## config.mk

```make
export PLATFORM = sky130hd
export DESIGN_NAME = uart_ctrl
export DESIGN_NICKNAME = d
export VERILOG_FILES = /design/src/rtl/uart_ctrl.sv
export SDC_FILE = /design/constraint.sdc
export NUM_CORES = 1
export LEC_CHECK = 0
export CORE_MARGIN = 2
export CORE_UTILIZATION = 50
export CTS_CLUSTER_SIZE = 28
export DETAILED_ROUTE_END_ITERATION = 7
export GPL_ROUTABILITY_DRIVEN = 0
export PLACE_DENSITY = 0.68
export REMOVE_ABC_BUFFERS = 1
export SLEW_MARGIN = 20
export SYNTH_ARGS = -nofsm -noshare
export SYNTH_HDL_FRONTEND = slang
export SYNTH_SLANG_ARGS = --single-unit
```

## constraint.sdc

```tcl
create_clock -name clk -period 3.7 [get_ports clk]
set_input_delay 0.925 -clock clk [delete_from_list [all_inputs] [get_ports clk]]
set_output_delay 0.925 -clock clk [all_outputs]
set_load 0.01 [all_outputs]
```

## src/rtl/uart_ctrl.sv

```systemverilog
// Full-duplex 8N1 UART: clock-divided byte transmitter plus a 16x-oversampling receiver.
// With LOOPBACK != 0 the receiver listens to the transmitter's own serial line.
module uart_ctrl #(
   parameter int unsigned CLOCK_RATE    = 25000000,
   parameter int unsigned BAUD_RATE     = 115200,
   parameter int unsigned RX_OVERSAMPLE = 16,
   parameter int unsigned LOOPBACK      = 1
) (
   input  logic       clk,
   input  logic       reset,
   input  logic       i_Tx_Ready,
   input  logic [7:0] i_Tx_Byte,
   output logic       o_Tx_Active,
   output logic       o_Tx_Data,
   output logic       o_Tx_Done,
   input  logic       i_Rx_Data,
   output logic       o_Rx_Done,
   output logic [7:0] o_Rx_Byte
);

   localparam int unsigned CLKS_PER_BIT = CLOCK_RATE / BAUD_RATE;
   localparam int unsigned TX_CNT_W     = (CLKS_PER_BIT > 2) ? $clog2(CLKS_PER_BIT) : 1;
   localparam int unsigned OS_W         = $clog2(RX_OVERSAMPLE);
   localparam int unsigned ACC_W        = 32;
   localparam int unsigned SUM_W        = ACC_W + 1;
   localparam int unsigned ACC_INC      = BAUD_RATE * RX_OVERSAMPLE;

   typedef enum logic [1:0] {TX_IDLE, TX_START, TX_DATA, TX_STOP} tx_state_t;
   typedef enum logic [2:0] {RX_IDLE, RX_START, RX_DATA, RX_STOP, RX_ERR} rx_state_t;

   tx_state_t             tx_state, tx_state_nxt;
   logic [TX_CNT_W-1:0]   tx_cnt, tx_cnt_nxt;
   logic [2:0]            tx_bit, tx_bit_nxt;
   logic [7:0]            tx_shift, tx_shift_nxt;
   logic                  tx_data_nxt, tx_active_nxt, tx_done_nxt;

   rx_state_t             rx_state, rx_state_nxt;
   logic [OS_W-1:0]       rx_tcnt, rx_tcnt_nxt;
   logic [2:0]            rx_bit, rx_bit_nxt;
   logic [7:0]            rx_shift, rx_shift_nxt;
   logic [7:0]            rx_byte_nxt;
   logic                  rx_done_nxt;

   logic [ACC_W-1:0]      acc;
   logic [SUM_W-1:0]      sum_c;
   logic                  tick;
   logic                  rx_in_c, rx_meta, rx_sync;

   // Transmitter: outputs are registered from their next-state values
   always_ff @(posedge clk or posedge reset) begin
      if (reset) begin
         tx_state    <= TX_IDLE;
         tx_cnt      <= '0;
         tx_bit      <= '0;
         tx_shift    <= '0;
         o_Tx_Data   <= 1'b1;
         o_Tx_Active <= 1'b0;
         o_Tx_Done   <= 1'b0;
      end else begin
         tx_state    <= tx_state_nxt;
         tx_cnt      <= tx_cnt_nxt;
         tx_bit      <= tx_bit_nxt;
         tx_shift    <= tx_shift_nxt;
         o_Tx_Data   <= tx_data_nxt;
         o_Tx_Active <= tx_active_nxt;
         o_Tx_Done   <= tx_done_nxt;
      end
   end

   always_comb begin
      tx_state_nxt  = tx_state;
      tx_cnt_nxt    = tx_cnt;
      tx_bit_nxt    = tx_bit;
      tx_shift_nxt  = tx_shift;
      tx_data_nxt   = o_Tx_Data;
      tx_active_nxt = o_Tx_Active;
      tx_done_nxt   = 1'b0;
      case (tx_state)
         TX_IDLE: begin
            tx_cnt_nxt    = '0;
            tx_data_nxt   = 1'b1;
            tx_active_nxt = 1'b0;
            if (i_Tx_Ready) begin
               tx_shift_nxt  = i_Tx_Byte;
               tx_state_nxt  = TX_START;
               tx_data_nxt   = 1'b0;
               tx_active_nxt = 1'b1;
            end
         end
         TX_START: begin
            if (tx_cnt == TX_CNT_W'(CLKS_PER_BIT - 1)) begin
               tx_cnt_nxt   = '0;
               tx_bit_nxt   = '0;
               tx_data_nxt  = tx_shift[0];
               tx_state_nxt = TX_DATA;
            end else begin
               tx_cnt_nxt = tx_cnt + TX_CNT_W'(1);
            end
         end
         TX_DATA: begin
            if (tx_cnt == TX_CNT_W'(CLKS_PER_BIT - 1)) begin
               tx_cnt_nxt = '0;
               if (tx_bit == 3'd7) begin
                  tx_data_nxt  = 1'b1;
                  tx_state_nxt = TX_STOP;
               end else begin
                  tx_bit_nxt   = tx_bit + 3'd1;
                  tx_data_nxt  = tx_shift[1];
                  tx_shift_nxt = {1'b0, tx_shift[7:1]};
               end
            end else begin
               tx_cnt_nxt = tx_cnt + TX_CNT_W'(1);
            end
         end
         TX_STOP: begin
            // Done is registered, so raise it one clk early to land on the last STOP clk
            if (tx_cnt == TX_CNT_W'(CLKS_PER_BIT - 2)) tx_done_nxt = 1'b1;
            if (tx_cnt == TX_CNT_W'(CLKS_PER_BIT - 1)) begin
               tx_cnt_nxt    = '0;
               tx_data_nxt   = 1'b1;
               tx_active_nxt = 1'b0;
               tx_state_nxt  = TX_IDLE;
            end else begin
               tx_cnt_nxt = tx_cnt + TX_CNT_W'(1);
            end
         end
         default: tx_state_nxt = TX_IDLE;
      endcase
   end

   // Oversample tick: phase accumulator keeps the mean tick rate exact
   assign sum_c = {1'b0, acc} + SUM_W'(ACC_INC);

   always_ff @(posedge clk or posedge reset) begin
      if (reset) begin
         acc  <= '0;
         tick <= 1'b0;
      end else if (sum_c >= SUM_W'(CLOCK_RATE)) begin
         acc  <= ACC_W'(sum_c - SUM_W'(CLOCK_RATE));
         tick <= 1'b1;
      end else begin
         acc  <= ACC_W'(sum_c);
         tick <= 1'b0;
      end
   end

   assign rx_in_c = (LOOPBACK != 0) ? o_Tx_Data : i_Rx_Data;

   always_ff @(posedge clk or posedge reset) begin
      if (reset) begin
         rx_meta <= 1'b1;
         rx_sync <= 1'b1;
      end else begin
         rx_meta <= rx_in_c;
         rx_sync <= rx_meta;
      end
   end

   // Receiver
   always_ff @(posedge clk or posedge reset) begin
      if (reset) begin
         rx_state  <= RX_IDLE;
         rx_tcnt   <= '0;
         rx_bit    <= '0;
         rx_shift  <= '0;
         o_Rx_Byte <= 8'h00;
         o_Rx_Done <= 1'b0;
      end else begin
         rx_state  <= rx_state_nxt;
         rx_tcnt   <= rx_tcnt_nxt;
         rx_bit    <= rx_bit_nxt;
         rx_shift  <= rx_shift_nxt;
         o_Rx_Byte <= rx_byte_nxt;
         o_Rx_Done <= rx_done_nxt;
      end
   end

   always_comb begin
      rx_state_nxt = rx_state;
      rx_tcnt_nxt  = rx_tcnt;
      rx_bit_nxt   = rx_bit;
      rx_shift_nxt = rx_shift;
      rx_byte_nxt  = o_Rx_Byte;
      rx_done_nxt  = 1'b0;
      case (rx_state)
         RX_IDLE: begin
            if (tick && !rx_sync) begin
               rx_tcnt_nxt  = '0;
               rx_state_nxt = RX_START;
            end
         end
         RX_START: begin
            if (tick) begin
               if (rx_tcnt == OS_W'(RX_OVERSAMPLE / 2 - 1)) begin
                  rx_tcnt_nxt  = '0;
                  rx_bit_nxt   = '0;
                  rx_state_nxt = rx_sync ? RX_IDLE : RX_DATA;
               end else begin
                  rx_tcnt_nxt = rx_tcnt + OS_W'(1);
               end
            end
         end
         RX_DATA: begin
            if (tick) begin
               if (rx_tcnt == OS_W'(RX_OVERSAMPLE - 1)) begin
                  rx_tcnt_nxt  = '0;
                  rx_shift_nxt = {rx_sync, rx_shift[7:1]};
                  if (rx_bit == 3'd7) rx_state_nxt = RX_STOP;
                  else                rx_bit_nxt   = rx_bit + 3'd1;
               end else begin
                  rx_tcnt_nxt = rx_tcnt + OS_W'(1);
               end
            end
         end
         RX_STOP: begin
            if (tick) begin
               if (rx_tcnt == OS_W'(RX_OVERSAMPLE - 1)) begin
                  rx_tcnt_nxt = '0;
                  if (rx_sync) begin
                     rx_byte_nxt  = rx_shift;
                     rx_done_nxt  = 1'b1;
                     rx_state_nxt = RX_IDLE;
                  end else begin
                     rx_state_nxt = RX_ERR;
                  end
               end else begin
                  rx_tcnt_nxt = rx_tcnt + OS_W'(1);
               end
            end
         end
         RX_ERR: begin
            // Framing error: hold off until the line is idle again
            if (rx_sync) rx_state_nxt = RX_IDLE;
         end
         default: rx_state_nxt = RX_IDLE;
      endcase
   end

endmodule

```

Word-level counts from Yosys, hierarchy flattened
Cells that the tools add are included.
W data, S select, Z words.
{"block": "word_totals", "out_inout_bits": 12, "in_bits": 12, "elab_cells": 132, "register_bits": 86}
{"block": "op_classes", "muxes": 57, "addsub": 6, "eq_ne": 30, "magnitude_cmp": 1, "n_reduce_logical": 21}
{"operator": "$mux W3", "n": 18}
{"operator": "$add A32 B21 Y33 const B", "n": 1}
{"operator": "$ge A33 B25 Y1 const B", "n": 1}
{"operator": "$mux W32", "n": 1}
{"operator": "$mux W8", "n": 4}
{"operator": "$ne A2 B2 Y1 const B", "n": 16}
{"operator": "$pmux W8 S2", "n": 2}
{"operator": "$sub A32 B25 Y32 const B", "n": 1}
{"operator": "$mux W4", "n": 5}
{"operator": "$eq A8 B8 Y1 const B", "n": 2}
{"operator": "$reduce_and A4 Y1", "n": 4}
{"operator": "$pmux W3 S5", "n": 1}
{"operator": "$mux W1", "n": 14}
{"operator": "$mux W2", "n": 6}
{"operator": "$pmux W3 S2", "n": 2}
{"operator": "$pmux W4 S3", "n": 1}
{"operator": "$eq A3 B3 Y1 const B", "n": 3}
{"operator": "$reduce_and A9 Y1", "n": 1}
{"operator": "$add A8 B1 Y8 const B", "n": 1}
{"operator": "$pmux W2 S4", "n": 1}
{"operator": "$reduce_bool A2 Y1", "n": 4}
{"operator": "$add A3 B1 Y3 const B", "n": 2}
{"operator": "$eq A3 B2 Y1 const B", "n": 2}
{"operator": "$reduce_and A3 Y1", "n": 2}
{"operator": "19 further kinds", "n": 20}

Longest topological paths before layout
{"block": "logic_depth", "ltp_word": 5, "depth_mapped": 12, "depth_no_buf": 12}

Least setup slack after synthesis
Ideal clock, no wire load.
{"block": "synth_path", "path_kind": "reg-to-reg", "from": "register acc[13]", "to": "register acc[28]", "setup_time_ps": 79, "path_stages_with_launch": 12, "synth_period_minus_slack_ps": 2843, "path_slack_ps": 857, "arrival_ps": 2764, "path_buffers": 1, "t_required_ps": 3621, "cell_sequence": "dfrtp_1 ha_1 buf_2 nand4_1 or3_1 o22a_1 or4_4 nor3_4 inv_4 nand3b_2 mux2i_1 xor2_1"}
{"block": "synth_via", "elab_chain_cells": 3, "word_cells_on_any_way": 4, "classes_between": "add/sub: 2; order compare: 1; mux: 1"}
{"element": "start: declaration", "line": "44", "source": "logic [ACC_W-1:0] acc;"}
{"element": "start signal: assignment", "line": "139", "source": "acc <= ACC_W'(sum_c - SUM_W'(CLOCK_RATE));"}
{"element": "start signal: assignment", "line": "142", "source": "acc <= ACC_W'(sum_c);"}
{"element": "$add A32 B21 Y33 *", "line": "132", "source": "assign sum_c = {1'b0, acc} + SUM_W'(ACC_INC);"}
{"element": "$sub A32 B25 Y32 / $ge A33 B25 Y1 (equally long branches)", "line": "139, 138"}
{"element": "$mux W32 *", "line": "138", "source": "end else if (sum_c >= SUM_W'(CLOCK_RATE)) begin"}
Mark *: on every way between the ends. The rest lies on a longest branch, timed or not.
A chain may end at the register's enable or synchronous reset.

Worst setup path after layout
Ends and elaborated chain as after synthesis.

==> results by group <==
Run status
  • Status: finished, final reports clean

Timing
  • Final WS setup: 0.194 ns
  • Skew final: 0.00844 ns
  • Min Tclk post-route: 3.51 ns
  • Final Setup Violations: 0
  • Final Hold Viols: 0
  • Slew Viols, Final: 0
  • Setup_tns: 0 ns
  • RSZ-0062 raised after global routing: no
  • Worst Max-Slew Pin Slew: 0.784 ns
  • Relative slew slack: 0.476
  • Fmax: 0.285 GHz
  • Final period util: 0.948

Synth
  • #FFs+latches synth: 80
  • Top cell type by total area after synthesis: dfrtp_1
  • Area fraction of the dominant cell type after synthesis: 0.433
  • Mean Syn Cell Area: 9.69 um^2
  • Top_reg_cell synth: dfrtp_1
  • Top-count cell post-synth: dfrtp_1
  • Ys async rst share: 1.00
  • Sequential-to-total area share from yosys stat: 0.451
  • Unique masters post-synth: 55
  • Synth top area cells: dfrtp_1, xnor2_1, mux2_2, nand2_1, ha_1
  • Synth top cells by count: dfrtp_1, nand2_1, nor2_1
  • Yosys warns: 0
  • Synth Instances: 459
  • Cell Area, Synth: 4450 um^2
  • Post-synth EDFFs: 0

Routing
  • Initial drt markers: 157
  • ANT nets after route: 0
  • Vias: 3,348
  • Drt wl/cell: 14.1 um
  • Routed WL: 8410 um
  • Pre-antenna DRT Iters: 4
  • # DRC: 0
  • Via/cell ratio: 5.61

Die
  • Die ar.: 9670 um^2
  • Number of primary I/O pins: 24
  • Starting Density: 0.513
  • Row cnt: 34
  • Die Height: 98.3 um
  • Die Wd: 98.3 um
  • Core area: 8680 um^2

Placement
  • Hpwl dp: 5960 um
  • Dpl cells: 582
  • DP Worst Slack: 0.271 ns
  • PortBufs: 22

Finish
  • Area grow syn2layout: 12.0%
  • Post-route insts no fill: 597
  • Layout cell share with drive strength beyond 1: 0.119
  • Area of the multi-input gates: 2310 um^2
  • Nets: 512
  • Storage cell area: 2010 um^2
  • Filler cell count: 775
  • Antenna fix cells: 0

GRT
  • Vias in the first global route: 3,197
  • First-pass GRT wire length: 14,600 um
  • Gr ovfl total: 0
  • Overall routing resource usage: 0.186
  • Largest net degree at the start of global routing: 54
  • Initial antenna violation count: 0

Clocking
  • CTS Buf Count: 9
  • Post-CTS Setup Inserts: 0
  • H-tree levels: 3
  • Clock Latency Late Sink: 0.36 ns
  • CTS sink count: 80
  • TritonCTS clock tree: done
  • Clock buffer depth: 2
  • Root Buffer: clkbuf_8
  • Hold_buf cts: 0
  • Post-CTS Resized: 0
  • Clock transition at the registers of the reported paths: 0.08 ns

Pwr
  • PwrDens: 313 nW/um^2
  • VDD IR max: 0.000236 V
  • P_leak: 2.19 nW

Setup path
  • Crit-path cells: ha_1 > nand4_1 > o31ai_1 > a22oi_1 > o2bb2ai_1 > o31ai_1 > nor3_4 > inv_4 > nand3b_2 > mux2i_1 > xor2_1
  • Worst setup SP type: register
  • Worst EP arrival: 3.78 ns
  • CP Data Required Time: 3.97 ns
  • CP Class: reg2reg
  • Worst Path Max Fanout: 15
  • CP max stage cell: nor3_4
  • Crit-path max cell delay: 0.52 ns
  • CP endpoint kind: register
  • Cell mode on critical path: o31ai_1

Min path
  • Hold Crit Class: reg2reg

Run
  • Max-Cap Viols: 0
==> stage by stage <==
step	area [um^2]	utilization	total power [mW]	hold slack, ns
6_report	4980	0.574	1.56	0.356
2_1_floorplan	4390	-	0.906	0.345
3_5_place_dp	4790	0.552	0.925	0.348
3_3_place_gp	4790	0.552	0.924	0.347
5_1_grt	4980	0.574	1.62	0.361
4_1_cts	4980	0.574	1.58	0.355
==> logic make-up (layout without fill, tap and decap cells) <==
group,after synthesis,after routing,synth area share
simple gates,173,173,0.194
compound gates,87,87,0.122
flops,80,80,0.451
xor+xnor,46,46,0.0906
mux,29,29,0.0706
buf+inv,29,59,0.0292
fa+ha+maj,15,15,0.0422
==> state kept, by name (all words and copies together), names as in the netlist, 2 cells and up <==
signal	cells
acc	26
o_Rx_Byte	8
rx_shift	8
tx_cnt	8
tx_shift	8
rx_tcnt	4
rx_bit	3
rx_state	3
tx_bit	3
tx_state	2
==> layout by cell type (no fill, tap or decap), types with 2 or more instances in the layout <==
master | Yosys | layout
a22oi_1 | 4 | 4
a22o_1 | 4 | 4
nand3_1 | 20 | 20
nor2b_1 | 4 | 4
nand3b_2 | 2 | 2
nor2_1 | 40 | 40
dfstp_2 | 3 | 3
o21ai_0 | 31 | 31
clkbuf_8 | 0 | 9
dfrtp_1 | 77 | 77
a21oi_1 | 17 | 17
buf_4 | 0 | 4
xnor2_1 | 31 | 31
inv_6 | 0 | 2
a21o_1 | 6 | 6
inv_1 | 16 | 15
mux2i_1 | 10 | 10
or2_2 | 4 | 4
or3_1 | 3 | 3
nor4_1 | 2 | 2
o211ai_1 | 3 | 3
nor3_1 | 16 | 16
clkinv_2 | 0 | 2
mux2_2 | 19 | 19
nor4_2 | 2 | 2
o22ai_1 | 4 | 4
o41ai_1 | 2 | 2
a211oi_1 | 2 | 2
xor2_1 | 15 | 15
o31ai_1 | 4 | 4
and2_1 | 3 | 3
ha_1 | 15 | 15
nand4b_1 | 2 | 2
and3_1 | 4 | 4
nand4_1 | 4 | 4
nand2b_1 | 7 | 7
nand2_1 | 52 | 52
clkdlybuf4s50_1 | 0 | 22
==> power by group <==
part	internal, mW	switching, mW	total, mW
Sequential	0.874	0	0.874
Combinational	0.0128	0.0192	0.0320
Clock	0.313	0.340	0.653
Total	1.20	0.359	1.56
==> area by class of cell <==
class,count,area share
clock buffer,9,0.0248
timing repair buffer,27,0.0542
multi-input combinational,350,0.464
tap,108,0.0271
clock inverter,6,0.0138
inverter,17,0.0136
sequential,80,0.402
==> metal layers <==
| layer | track usage | vias to the layer above | part of all wire |
|---|---|---|---|
| li1 | - | 1657 | - |
| met1 | 0.260 | 1617 | 0.49 |
| met2 | 0.290 | 66 | 0.46 |
| met3 | 0.0322 | 8 | 0.035 |
| met4 | 0.0727 | 0 | 0.011 |
| met5 | 0 | - | 0 |
==> worst paths after layout <==
| check | slack, ns | end | from | cells after the start |
|---|---|---|---|---|
| worst max register to register | 0.19 | acc[28] | acc[13] | 11 |
| worst max-delay path | 0.19 | acc[28] | acc[13] | 11 |
| worst min-delay path | 0.36 | rx_sync | rx_meta | 0 |
| max in group asynchronous | 2.11 | o_Tx_Data | reset | 3 |
| min in group asynchronous | 0.90 | o_Rx_Byte[2] | reset | 2 |
| worst min register to register | 0.36 | rx_sync | rx_meta | 0 |
==> critical path: cells and delay by family, from the launching register on <==
family | cells | cell delay [ns]
AO/OA/AOI/OAI | 4 | 1.00
AND/OR/NAND/NOR | 3 | 0.94
flip-flops | 1 | 0.47
adder cells (fa/ha/maj) | 1 | 0.44
multiplexers | 1 | 0.21
buffers and inverters | 1 | 0.19
XOR/XNOR | 1 | 0.17
Power figures use the tool's default switching activity.
